==> src/rtl/spi_pkg.sv <==
// +----------------------------------------------------------------------+
// | spi_pkg : shared types and helpers for the SPI responder             |
// | Rev 1.0                                                              |
// +----------------------------------------------------------------------+
`default_nettype none

package spi_pkg;

  localparam int c_DATA_W = 32;

  typedef struct packed {
    logic cpol;
    logic cpha;
  } spi_mode_t;

  typedef enum logic [1:0] {
    WL_8  = 2'b00,
    WL_16 = 2'b01,
    WL_24 = 2'b10,
    WL_32 = 2'b11
  } word_len_t;

  typedef enum logic {
    ST_IDLE   = 1'b0,
    ST_ACTIVE = 1'b1
  } state_t;

  function automatic logic [5:0] word_bits(input word_len_t len);
    case (len)
      WL_8:    return 6'd8;
      WL_16:   return 6'd16;
      WL_24:   return 6'd24;
      default: return 6'd32;
    endcase
  endfunction

  function automatic logic [c_DATA_W-1:0] word_mask(input word_len_t len);
    case (len)
      WL_8:    return 32'h0000_00FF;
      WL_16:   return 32'h0000_FFFF;
      WL_24:   return 32'h00FF_FFFF;
      default: return 32'hFFFF_FFFF;
    endcase
  endfunction

endpackage

`default_nettype wire

==> src/rtl/spi_sync_edge.sv <==
// +----------------------------------------------------------------------+
// | spi_sync_edge : multi-flop synchroniser with registered edge pulses  |
// | Rev 1.0                                                              |
// +----------------------------------------------------------------------+
`default_nettype none

module spi_sync_edge #(
  parameter int STAGES      = 2,
  parameter bit RESET_VAL   = 1'b0,
  parameter bit EDGE_DETECT = 1'b1
) (
  input  logic clk,
  input  logic rst,
  input  logic d_i,
  output logic level_o,
  output logic rise_o,
  output logic fall_o
);

  logic [STAGES-1:0] sync_q;

  always_ff @(posedge clk or posedge rst) begin
    if (rst) begin
      sync_q <= {STAGES{RESET_VAL}};
    end else begin
      sync_q <= {sync_q[STAGES-2:0], d_i};
    end
  end

  assign level_o = sync_q[STAGES-1];

  generate
    if (EDGE_DETECT) begin : g_edge
      logic prev_q;
      logic rise_q;
      logic fall_q;

      // Pulses are registered so an edge appears STAGES+1 clocks after the pin.
      always_ff @(posedge clk or posedge rst) begin
        if (rst) begin
          prev_q <= RESET_VAL;
          rise_q <= 1'b0;
          fall_q <= 1'b0;
        end else begin
          prev_q <= level_o;
          rise_q <= level_o & ~prev_q;
          fall_q <= ~level_o & prev_q;
        end
      end

      assign rise_o = rise_q;
      assign fall_o = fall_q;
    end else begin : g_no_edge
      assign rise_o = 1'b0;
      assign fall_o = 1'b0;
    end
  endgenerate

endmodule

`default_nettype wire

==> src/rtl/spi_slave_responder.sv <==
// +----------------------------------------------------------------------+
// | spi_slave_responder : oversampled SPI slave, 8/16/24/32-bit words    |
// | Rev 1.0                                                              |
// +----------------------------------------------------------------------+
`default_nettype none

module spi_slave_responder
  import spi_pkg::*;
#(
  parameter int SYNC_STAGES = 2
) (
  input  logic        GCLK,
  input  logic        RST,
  input  logic [1:0]  spi_mode_in,
  input  logic [1:0]  word_len_in,
  input  logic [31:0] miso_data_in,
  input  logic        SCLK_in,
  input  logic        CS_in,
  input  logic        MOSI_in,
  output logic        MISO_out,
  output logic [31:0] mosi_data_out,
  output logic        rx_valid_out,
  output logic        tx_load_out,
  output logic        busy_out,
  output logic        frame_err_out
);

  logic w_sclk_lvl, w_sclk_rise, w_sclk_fall;
  logic w_cs_lvl, w_cs_rise, w_cs_fall;
  logic w_mosi;
  logic unused_sclk_lvl, unused_cs_lvl, unused_mosi_rise, unused_mosi_fall;

  spi_sync_edge #(.STAGES(SYNC_STAGES), .RESET_VAL(1'b0), .EDGE_DETECT(1'b1)) u_sync_sclk (
    .clk(GCLK), .rst(RST), .d_i(SCLK_in),
    .level_o(w_sclk_lvl), .rise_o(w_sclk_rise), .fall_o(w_sclk_fall)
  );

  // CS chain resets low so a CS already held low out of reset never looks like a new frame.
  spi_sync_edge #(.STAGES(SYNC_STAGES), .RESET_VAL(1'b0), .EDGE_DETECT(1'b1)) u_sync_cs (
    .clk(GCLK), .rst(RST), .d_i(CS_in),
    .level_o(w_cs_lvl), .rise_o(w_cs_rise), .fall_o(w_cs_fall)
  );

  spi_sync_edge #(.STAGES(SYNC_STAGES), .RESET_VAL(1'b0), .EDGE_DETECT(1'b0)) u_sync_mosi (
    .clk(GCLK), .rst(RST), .d_i(MOSI_in),
    .level_o(w_mosi), .rise_o(unused_mosi_rise), .fall_o(unused_mosi_fall)
  );

  assign unused_sclk_lvl = w_sclk_lvl;
  assign unused_cs_lvl   = w_cs_lvl;

  state_t      state_q, state_d;
  spi_mode_t   mode_q, mode_d;
  word_len_t   len_q, len_d;
  logic [5:0]  cnt_q, cnt_d;
  logic [31:0] rx_q, rx_d;
  logic [31:0] tx_q, tx_d;
  logic        miso_q, miso_d;
  logic [31:0] mosi_data_q, mosi_data_d;
  logic        rx_valid_q, rx_valid_d;
  logic        tx_load_q, tx_load_d;
  logic        frame_err_q, frame_err_d;

  logic        w_lead, w_trail, w_sample, w_shift;
  logic [5:0]  w_nbits;
  logic [4:0]  w_msb, w_in_msb;
  logic [31:0] w_rx_next;
  word_len_t   w_len_in;
  spi_mode_t   w_mode_in;

  assign w_len_in  = word_len_t'(word_len_in);
  assign w_mode_in = spi_mode_t'(spi_mode_in);
  assign w_nbits   = word_bits(len_q);
  assign w_msb     = 5'(w_nbits - 6'd1);
  assign w_in_msb  = 5'(word_bits(w_len_in) - 6'd1);
  assign w_lead    = mode_q.cpol ? w_sclk_fall : w_sclk_rise;
  assign w_trail   = mode_q.cpol ? w_sclk_rise : w_sclk_fall;
  assign w_sample  = mode_q.cpha ? w_trail : w_lead;
  assign w_shift   = mode_q.cpha ? w_lead : w_trail;
  assign w_rx_next = {rx_q[30:0], w_mosi};

  always_comb begin
    state_d     = state_q;
    mode_d      = mode_q;
    len_d       = len_q;
    cnt_d       = cnt_q;
    rx_d        = rx_q;
    tx_d        = tx_q;
    miso_d      = miso_q;
    mosi_data_d = mosi_data_q;
    rx_valid_d  = 1'b0;
    tx_load_d   = 1'b0;
    frame_err_d = 1'b0;
    case (state_q)
      ST_IDLE: begin
        if (w_cs_fall) begin
          state_d   = ST_ACTIVE;
          mode_d    = w_mode_in;
          len_d     = w_len_in;
          cnt_d     = 6'd0;
          rx_d      = 32'd0;
          tx_load_d = 1'b1;
          // CPHA=0 must show the MSB before the first edge; CPHA=1 presents it on the first leading edge.
          if (!w_mode_in.cpha) begin
            miso_d = miso_data_in[w_in_msb];
            tx_d   = miso_data_in << 1;
          end else begin
            miso_d = 1'b0;
            tx_d   = miso_data_in;
          end
        end
      end
      ST_ACTIVE: begin
        if (w_cs_rise) begin
          state_d     = ST_IDLE;
          miso_d      = 1'b0;
          frame_err_d = (cnt_q != 6'd0);
        end else begin
          if (w_shift) begin
            miso_d = tx_q[w_msb];
            tx_d   = tx_q << 1;
          end
          if (w_sample) begin
            rx_d = w_rx_next;
            if (cnt_q == w_nbits - 6'd1) begin
              cnt_d       = 6'd0;
              mosi_data_d = w_rx_next & word_mask(len_q);
              rx_valid_d  = 1'b1;
              // Unshifted reload: the next shift edge presents the new MSB.
              tx_d        = miso_data_in;
              tx_load_d   = 1'b1;
            end else begin
              cnt_d = cnt_q + 6'd1;
            end
          end
        end
      end
      default: state_d = ST_IDLE;
    endcase
  end

  always_ff @(posedge GCLK or posedge RST) begin
    if (RST) begin
      state_q     <= ST_IDLE;
      mode_q      <= '0;
      len_q       <= WL_8;
      cnt_q       <= 6'd0;
      rx_q        <= 32'd0;
      tx_q        <= 32'd0;
      miso_q      <= 1'b0;
      mosi_data_q <= 32'd0;
      rx_valid_q  <= 1'b0;
      tx_load_q   <= 1'b0;
      frame_err_q <= 1'b0;
    end else begin
      state_q     <= state_d;
      mode_q      <= mode_d;
      len_q       <= len_d;
      cnt_q       <= cnt_d;
      rx_q        <= rx_d;
      tx_q        <= tx_d;
      miso_q      <= miso_d;
      mosi_data_q <= mosi_data_d;
      rx_valid_q  <= rx_valid_d;
      tx_load_q   <= tx_load_d;
      frame_err_q <= frame_err_d;
    end
  end

  assign MISO_out      = miso_q;
  assign mosi_data_out = mosi_data_q;
  assign rx_valid_out  = rx_valid_q;
  assign tx_load_out   = tx_load_q;
  assign busy_out      = (state_q == ST_ACTIVE);
  assign frame_err_out = frame_err_q;

endmodule

`default_nettype wire
==> config.mk <==
export PLATFORM = sky130hd
export DESIGN_NAME = spi_slave_responder
export DESIGN_NICKNAME = d
export VERILOG_FILES = /design/src/rtl/spi_pkg.sv /design/src/rtl/spi_sync_edge.sv /design/src/rtl/spi_slave_responder.sv
export SDC_FILE = /design/constraint.sdc
export NUM_CORES = 1
export LEC_CHECK = 0
export BUFFER_PORTS_ARGS = -buffer_cell sky130_fd_sc_hd__buf_2
export CAP_MARGIN = 20
export CORE_UTILIZATION = 61
export CTS_BUF_LIST = sky130_fd_sc_hd__clkbuf_4
export DETAILED_ROUTE_END_ITERATION = 8
export PLACE_DENSITY_LB_ADDON = 0.05
export SLEW_MARGIN = 5
export SYNTH_ARGS = -nofsm -noshare
export SYNTH_HDL_FRONTEND = slang
export SYNTH_SLANG_ARGS = --single-unit
==> constraint.sdc <==
create_clock -name GCLK -period 5 [get_ports GCLK]
set_clock_uncertainty 0.1 [all_clocks]
set_input_delay 1.25 -clock GCLK [delete_from_list [all_inputs] [get_ports GCLK]]
set_output_delay 1.25 -clock GCLK [all_outputs]
set_load 0.05 [all_outputs]
==> impl_metrics.csv, run 1 <==
group,metric,value,unit
status,status,"completed",
clocking,cts.sinks,122,
worst_setup_path,crit_path_top_delay_cell,"dfrtp_2",
die,std_cell_rows,37,
clocking,cts_resized,0,
worst_setup_path,crit_required,3.65,ns
worst_setup_path,slowest_delay,0.69,ns
detailed_routing,wl_per_cell,15.7,um
layout,fill_cells,854,
timing,setup_slack,1.64,ns
clocking,post_cts_buffers,0,
detailed_routing,vias_per_cell,5.70,
global_routing,antenna_found_initial,0,
timing,maxSlewHeadroom,31.0,%
place,dp_slack,1.86,ns
worst_setup_path,critPathLaunch,"busy_out",
min_path,hold_class,"flip-flop to flip-flop",
clocking,cts.path.max_buffers,2,
run,maxCapViolations,0,
worst_setup_path,worst-path-buf-inv,2,
place,gp_congestion,0.754,
pwr,leakage,3.47,nW
worst_setup_path,r2r_setup_slack,1.83,ns
place,placed_area,6890,um2
die,ios,78,
logic_synthesis,seq_area_frac_synth,46.8,%
die,die_y,105,um
die,fp.dieW,105,um
layout,design_area,7170,um2
detailed_routing,drtIter0Drc,301,
logic_synthesis,yosysWarningCount,0,
logic_synthesis,synth_cell_types,41,
worst_setup_path,crit_end,"busy_out",
worst_setup_path,end_kind,"primary output",
logic_synthesis,syn_avg_cell_area,9.98,um2
worst_setup_path,start_kind,"flip-flop",
worst_setup_path,r2r_cells,8,
place,portBuffers,77,
worst_setup_path,reg2reg_from,"len_q[0]",
timing,hold_viol,0,
worst_setup_path,criticalPathCategory,"flip-flop to primary output",
layout,final_net_count,761,
layout,area_growth_syn_to_layout,9.85,%
place,placed_cells,828,
detailed_routing,wl,13500,um
global_routing,grt.overflow.total,0,
global_routing,grt_pass1_wl,23200,um
logic_synthesis,synthesis.area,6530,um2
clocking,path_clk_slew,0.11,ns
global_routing,grt_pass1_vias,4957,
pwr,p_int,1.76,mW
pwr,combPwrFrac,28.7,%
clocking,cts_tree,"yes",
clocking,hold_buffers,0,
detailed_routing,ant_nets,0,
timing,period_needed,3.36,ns
clocking,cts-buffers-inserted,17,
timing,clock.fmax,297,MHz
die,die_area,11100,um2
die,initial_utilization,62.9,%
pwr,powerDensity,380,nW/um2
timing,setup_viol,0,
pwr,p_sw,0.960,mW
clocking,htree_levels,4,
worst_setup_path,cp_max_fo,44,
detailed_routing,dr.pass1.iters,7,
die,core_area,10400,um2
detailed_routing,drc,0,
worst_setup_path,cp_top_family,"buffers and inverters",
timing,finalMaxSlewViolations,0,
logic_synthesis,ys_seq_elements,122,
timing,rsz0062_at_grt,"false",
logic_synthesis,syn_nets,703,
layout,fin_cells,860,
detailed_routing,num_vias,4899,
layout,drive_gt1_share,24.0,%
timing,fin_crit_sh,67.2,%
worst_setup_path,path_cells,"buf_4 > buf_2",
pwr,seq_power_share,47.9,%
clocking,cts-root-buf,"clkbuf_4",
logic_synthesis,netlist_instances,654,
worst_setup_path,crit_arrival,2.01,ns
timing,tns,0,ns
place,hpwl,8460,um
layout,n_antenna_cell,0,
global_routing,grt_use_total,26.2,%
worst_setup_path,crit_cells,2,
pwr,clkPwrFrac,23.4,%
timing,tightest_slew,1.04,ns
worst_setup_path,reg2reg_to,"mosi_data_out[26]",
pwr,ir_drop,0.229,mV
global_routing,grt_max_degree,66,
pwr,switching_share,35.3,%
clocking,worstSkewPairLatency,0.50,ns
[registers in the layout (all words and copies together), names as in the netlist]
signal                     count
tx_q                          32
rx_valid_out                   1
u_sync_mosi.sync_q             2
len_q                          2
u_sync_sclk.rise_o             1
u_sync_cs.fall_o               1
u_sync_sclk.sync_q             2
u_sync_sclk.g_edge.prev_q      1
u_sync_cs.rise_o               1
frame_err_out                  1
u_sync_cs.g_edge.prev_q        1
mode_q                         2
rx_q                          31
u_sync_sclk.fall_o             1
tx_load_out                    1
busy_out                       1
MISO_out                       1
u_sync_cs.sync_q               2
mosi_data_out                 32
cnt_q                          6
[worst min path at each step]
stage / endpoint / cells after the start / slack [ns] / startpoint
6_report: u_sync_cs.sync_q[1] / 0 / 0.27 / u_sync_cs.sync_q[0]
5_1_grt: u_sync_sclk.sync_q[1] / 0 / 0.28 / u_sync_sclk.sync_q[0]
4_1_cts: u_sync_cs.sync_q[1] / 0 / 0.27 / u_sync_cs.sync_q[0]
3_5_place_dp: u_sync_cs.sync_q[1] / 0 / 0.24 / u_sync_cs.sync_q[0]
3_3_place_gp: u_sync_sclk.sync_q[1] / 0 / 0.23 / u_sync_sclk.sync_q[0]
2_1_floorplan: u_sync_cs.sync_q[1] / 0 / 0.23 / u_sync_cs.sync_q[0]
[stage by stage]
stage	utilization, %	hold WS, ns	total power, mW
final	69.1	0.265	2.72
after global routing	69.1	0.276	2.90
after CTS	68.9	0.266	2.73
after detailed placement	66.5	0.241	2.09
after global placement	66.5	0.233	2.05
after floorplan	-	0.231	1.91
[placed cells by master (no fill, tap or decap), types with 5 or more instances in the layout]
cell          n
buf_2        77
clkinvlp_4    5
clkbuf_4     20
o21ai_0      92
inv_1        25
nor2_1        6
nor3_1       38
ha_1          8
mux2_4       10
nor2b_1      14
o21ai_1       7
buf_4         8
nand2_1      92
mux2_2       38
dfrtp_1     121
a21oi_1      34
mux2i_1      82
[cell usage after synthesis (all sizes together)]
| library cell | n | area [um2] |
|---|---|---|
| dfrtp | 122 | 3050 |
| o21ai | 99 | 495 |
| nand2 | 93 | 352 |
| mux2i | 83 | 843 |
| mux2 | 48 | 578 |
| nor3 | 39 | 200 |
| a21oi | 34 | 170 |
| clkbuf | 28 | 105 |
| inv | 26 | 97.6 |
| buf | 19 | 166 |
| nor2b | 14 | 87.6 |
| ha | 8 | 100 |
| nor2 | 8 | 30.0 |
| xnor2 | 5 | 51.3 |
| nand4 | 4 | 25.0 |
| nand3 | 3 | 15.0 |
| o211ai | 3 | 22.5 |
| xor2 | 3 | 26.3 |
| nand2b | 2 | 12.5 |
| o21a | 2 | 15.0 |
| a2111oi | 1 | 8.76 |
| a211oi | 1 | 7.51 |
| a22oi | 1 | 7.51 |
| a2bb2oi | 1 | 8.76 |
| and2 | 1 | 6.26 |
| and2b | 1 | 7.51 |
| nand4b | 1 | 8.76 |
| nor4 | 1 | 6.26 |
| o31ai | 1 | 7.51 |
| or2 | 1 | 6.26 |
| or3 | 1 | 6.26 |
[metal layers]
metal	track usage, %	part of all wire [%]
met1	34.8	47
met4	7.55	1.1
met3	5.19	3.9
met2	43.5	48
met5	0	0
[logic make-up (layout without fill, tap and decap cells)]
| logic type | after synthesis | count (layout) | synth area share (%) |
|---|---|---|---|
| flops | 122 | 122 | 46.8 |
| fa+ha+maj | 8 | 8 | 1.53 |
| simple gates | 169 | 169 | 11.7 |
| buf+inv | 73 | 143 | 5.65 |
| compound gates | 143 | 143 | 11.4 |
| mux | 131 | 131 | 21.8 |
| xor+xnor | 8 | 8 | 1.19 |
[area by class of cell]
| class | count | area, um2 | share of cell area, % |
|---|---|---|---|
| clock buffer | 20 | 150 | 2.09 |
| multi-input combinational | 459 | 3120 | 43.6 |
| clock inverter | 11 | 98.8 | 1.38 |
| inverter | 26 | 100 | 1.40 |
| tap | 136 | 170 | 2.37 |
| timing repair buffer | 86 | 473 | 6.60 |
| sequential | 122 | 3050 | 42.6 |
[power groups by stage]
stage | Clock (mW) | Combinational, mW | Sequential (mW)
finish | 0.636 | 0.782 | 1.31
global route | 0.695 | 0.874 | 1.33
CTS | 0.650 | 0.776 | 1.30
detailed placement | 0 | 0.772 | 1.32
global placement | 0 | 0.735 | 1.31
floorplan | 0 | 0.619 | 1.29
Note: power is estimated with default switching activity, not from simulation.
==> inputs of run 2 (changes only) <==
==> constraint.sdc (replaced) <==
create_clock -name GCLK -period 3.2 [get_ports GCLK]
set_clock_uncertainty 0.1 [all_clocks]
set_input_delay 0.8 -clock GCLK [delete_from_list [all_inputs] [get_ports GCLK]]
set_output_delay 0.8 -clock GCLK [all_outputs]
set_load 0.05 [all_outputs]
==> run 2 against run 1 <==
Core utilization increased by 0.55 points. Total power rose by 56%. Cell count rose by 0.70%. Largest cell class unchanged. Critical endpoint unchanged. Flip-flop and latch count unchanged.
==> impl_metrics.csv, run 2 (synthesis results as in run 1) <==
group,metric,value,unit
status,status,"completed",
die,std_cell_rows,37,
layout,ff_latch_area,3050,um2
layout,final_net_count,766,
place,dp_slack,0.688,ns
layout,fin_cells,866,
detailed_routing,dr.pass1.iters,5,
timing,tightest_slew,0.624,ns
worst_setup_path,cp_max_fo,67,
worst_setup_path,cp_top_family,"buffers and inverters",
worst_setup_path,start_kind,"flip-flop",
pwr,finalPower,4.24,mW
layout,fill_cells,821,
timing,period_needed,2.76,ns
layout,layout_commonest_cell,"dfrtp_1",
pwr,switching_share,36.8,%
clocking,path_clk_slew,0.10,ns
timing,hold_viol,0,
worst_setup_path,crit_required,2.30,ns
timing,maxSlewHeadroom,58.4,%
detailed_routing,drtIter0Drc,335,
timing,fin_crit_sh,86.1,%
worst_setup_path,path_cells,"buf_4 > buf_2",
timing,clock.fmax,363,MHz
clocking,post_cts_buffers,0,
worst_setup_path,r2r_setup_slack,0.64,ns
clocking,cts-root-buf,"clkbuf_4",
pwr,p_sw,1.56,mW
layout,drive_gt1_share,24.8,%
pwr,clkPwrFrac,23.0,%
clocking,cts.sinks,122,
clocking,cts-buffers-inserted,17,
clocking,hold_buffers,0,
pwr,p_int,2.68,mW
layout,utilization,69.7,%
die,ios,78,
layout,multi_input_area,3120,um2
clocking,worstSkewPairLatency,0.51,ns
worst_setup_path,crit_arrival,1.86,ns
timing,hold_slack,0.259,ns
pwr,seq_power_share,47.9,%
pwr,powerDensity,587,nW/um2
layout,n_antenna_cell,0,
place,placed_cells,834,
timing,rsz0062_at_grt,"false",
global_routing,grt_pass1_wl,22600,um
global_routing,grt_max_degree,88,
pwr,combPwrFrac,29.1,%
worst_setup_path,criticalPathCategory,"flip-flop to primary output",
clocking,cts_tree,"yes",
place,placed_area,6980,um2
clocking,htree_levels,4,
min_path,hold_class,"flip-flop to flip-flop",
pwr,leakage,3.50,nW
die,core_area,10400,um2
worst_setup_path,crit_path_top_delay_cell,"buf_4",
detailed_routing,ant_nets,0,
detailed_routing,wl,13500,um
clocking,cts_resized,0,
global_routing,grt_use_total,25.4,%
place,portBuffers,77,
pwr,ir_drop,0.348,mV
detailed_routing,num_vias,4990,
global_routing,grt.overflow.total,0,
die,fp.dieW,105,um
worst_setup_path,worst-path-buf-inv,2,
global_routing,antenna_found_initial,0,
worst_setup_path,end_kind,"primary output",
layout,design_area,7230,um2
layout,mostFrequentLayoutCells,"dfrtp_1, nand2_1, o21ai_0, mux2i_1, buf_2",
run,maxCapViolations,0,
timing,tns,0,ns
die,initial_utilization,62.9,%
clocking,cts.path.max_buffers,2,
timing,finalMaxSlewViolations,0,
die,die_area,11100,um2
layout,area_growth_syn_to_layout,10.7,%
timing,setup_viol,0,
die,die_y,105,um
place,gp_congestion,0.731,
timing,setup_slack,0.445,ns
place,hpwl,8600,um
worst_setup_path,slowest_delay,0.54,ns
detailed_routing,wl_per_cell,15.6,um
detailed_routing,drc,0,
global_routing,grt_pass1_vias,4810,
detailed_routing,vias_per_cell,5.76,
==> run 2: layer usage <==
layer  up-vias  wire length, um  global-route usage, %
met2       132             6690                   42.0
li1       2399                -                      -
met5         -                0                      0
met3         9              614                   4.89
met1      2450             6130                   34.3
met4         0               87                   7.24
==> run 2: final cells by class <==
class | count | area share (%)
multi-input cells | 459 | 43.2
well taps | 136 | 2.35
flip-flops and latches | 122 | 42.3
clock inverters | 14 | 1.59
inverters | 26 | 1.40
clock buffers | 18 | 1.87
repair buffers | 91 | 7.30
==> run 2: path summary, 6_finish.rpt <==
kind,start,end,depth (start not counted)
min in group asynchronous,RST,tx_q[11],3
hold reg to reg,u_sync_cs.sync_q[0],u_sync_cs.sync_q[1],0
hold / removal,u_sync_cs.sync_q[0],u_sync_cs.sync_q[1],0
setup / recovery,busy_out,busy_out,2
max in group asynchronous,RST,busy_out,3
setup reg to reg,len_q[0],mosi_data_out[15],8
==> run 2: power groups by stage <==
stage	logic [mW]	registers, mW	clock network, mW
2_1_floorplan	0.968	2.01	0
4_1_cts	1.24	2.02	0.993
5_1_grt	1.36	2.07	1.06
6_report	1.24	2.03	0.975
3_3_place_gp	1.17	2.03	0
3_5_place_dp	1.23	2.06	0
==> run 2: worst register-to-register path, cell delays in order, from the launching register on <==
cell	delay [ns]
dfrtp_1	0.45
inv_1	0.12
ha_1	0.47
nor2_1	0.17
xnor2_1	0.22
nand2_1	0.11
nor3_4	0.16
buf_12	0.27
mux2_2	0.38
==> inputs of run 3 (changes only) <==
==> constraint.sdc (replaced) <==
create_clock -name GCLK -period 3.2 [get_ports GCLK]
set_clock_uncertainty 0.1 [all_clocks]
set_input_delay 0.8 -clock GCLK [delete_from_list [all_inputs] [get_ports GCLK]]
set_output_delay 0.8 -clock GCLK [all_outputs]
set_load 0.01 [all_outputs]
==> run 3 against run 2 <==
Cell area is 0.50% higher. Clock power is 4% higher. Setup slack gained 0.16 ns. Core utilization grew 0.35 points. Die area unchanged. Critical path depth unchanged. Cell count grew 0.23%. Global-route usage up 1.5 points. First-iteration DRC count is 13% lower. Flip-flop and latch count unchanged.
==> impl_metrics.csv, run 3 (synthesis results as in run 1) <==
group,metric,value,unit
layout,area_growth_syn_to_layout,11.3,%
global_routing,grt_use_total,26.9,%
status,status,"completed",
place,portBuffers,77,
worst_setup_path,worst-path-buf-inv,2,
detailed_routing,drtIter0Drc,291,
die,fp.dieW,105,um
worst_setup_path,slowest_delay,0.54,ns
die,initial_utilization,62.9,%
place,gp_congestion,0.729,
worst_setup_path,path_cells,"buf_4 > buf_2",
die,core_area,10400,um2
timing,tightest_slew,0.781,ns
timing,maxSlewHeadroom,47.8,%
min_path,hold_class,"flip-flop to flip-flop",
timing,setup_slack,0.608,ns
die,ios,78,
global_routing,grt_max_degree,73,
pwr,ir_drop,0.364,mV
place,hpwl,8690,um
global_routing,antenna_found_initial,0,
clocking,path_clk_slew,0.11,ns
layout,layout_commonest_cell,"dfrtp_1",
clocking,cts_resized,0,
run,maxCapViolations,0,
layout,utilization,70.1,%
pwr,leakage,3.53,nW
clocking,worstSkewPairLatency,0.52,ns
die,die_area,11100,um2
clocking,post_cts_buffers,0,
clocking,cts_tree,"yes",
worst_setup_path,cp_max_fo,72,
detailed_routing,num_vias,4976,
timing,hold_viol,0,
pwr,powerDensity,585,nW/um2
detailed_routing,vias_per_cell,5.73,
layout,drive_gt1_share,24.7,%
layout,fill_cells,806,
worst_setup_path,cp_top_family,"buffers and inverters",
worst_setup_path,end_kind,"primary output",
worst_setup_path,crit_arrival,1.69,ns
timing,hold_slack,0.259,ns
worst_setup_path,criticalPathCategory,"flip-flop to primary output",
die,die_y,105,um
timing,fin_crit_sh,81.0,%
timing,period_needed,2.59,ns
layout,design_area,7260,um2
timing,clock.fmax,386,MHz
timing,rsz0062_at_grt,"false",
clocking,htree_levels,4,
place,dp_slack,0.675,ns
timing,setup_viol,0,
layout,final_net_count,768,
layout,n_antenna_cell,0,
clocking,cts.sinks,122,
detailed_routing,ant_nets,0,
worst_setup_path,crit_path_top_delay_cell,"buf_4",
timing,finalMaxSlewViolations,0,
detailed_routing,dr.pass1.iters,5,
clocking,cts-root-buf,"clkbuf_4",
worst_setup_path,start_kind,"flip-flop",
layout,mostFrequentLayoutCells,"dfrtp_1, nand2_1, o21ai_0, mux2i_1, buf_2",
timing,tns,0,ns
clocking,hold_buffers,0,
detailed_routing,drc,0,
place,placed_area,7010,um2
clocking,cts.path.max_buffers,2,
clocking,cts-buffers-inserted,17,
global_routing,grt_pass1_vias,4905,
detailed_routing,wl,13600,um
detailed_routing,wl_per_cell,15.7,um
global_routing,grt_pass1_wl,23600,um
worst_setup_path,crit_required,2.30,ns
die,std_cell_rows,37,
global_routing,grt.overflow.total,0,
run 3: cell types whose count changed in the layout (fill, tap and decap cells not counted):
cell,change
buf_12,+1
buf_4,+1
bufinv_16,+1
clkinv_1,+2
clkinv_2,+1
clkinv_4,+3
clkinvlp_4,-3
inv_6,-3
inv_8,-1
run 3: cell type report:
cell class	count	area, um2	share of cell area, %
clock inverters	14	124	1.71
inverters	26	101	1.40
clock buffers	18	135	1.86
multi-input cells	459	3120	43.0
flip-flops and latches	122	3050	42.0
repair buffers	93	556	7.65
well taps	136	170	2.34
run 3: per-layer routing:
metal	global-route usage [%]	part of all wire, %
met1	36.2	46
met2	42.7	48
met3	5.38	3.7
met4	11.4	2.0
met5	0	0
run 3: per-stage QoR:
stage,power [mW],std cells
global route,4.52,868
floorplan,2.95,654
CTS,4.27,868
global placement,3.17,836
detailed placement,3.26,836
finish,4.25,868
run 3: power breakdown:
part | switching, mW | leakage (nW) | internal [mW]
sequential | 0.244 | 1.63 | 1.78
combinational | 0.646 | 1.76 | 0.572
clock | 0.612 | 0.138 | 0.395
total | 1.50 | 3.53 | 2.75
run 3: worst paths after layout:
| path | from | slack [ns] | cells past startpoint | end |
|---|---|---|---|---|
| setup / recovery | busy_out | 0.61 | 2 | busy_out |
| hold / removal | u_sync_sclk.sync_q[0] | 0.26 | 0 | u_sync_sclk.sync_q[1] |
| setup reg to reg | len_q[0] | 0.63 | 8 | mosi_data_out[15] |
| hold reg to reg | u_sync_sclk.sync_q[0] | 0.26 | 0 | u_sync_sclk.sync_q[1] |
| max in group asynchronous | RST | 2.01 | 3 | mosi_data_out[31] |
| min in group asynchronous | RST | 0.30 | 2 | tx_q[12] |
run 3: worst reg2reg max path: cells and delay by family (launching register included):
family	cells	cell delay, ns
buf+inv	2	0.38
fa+ha+maj	1	0.46
mux	1	0.39
flops	1	0.44
simple gates	3	0.46
xor+xnor	1	0.23
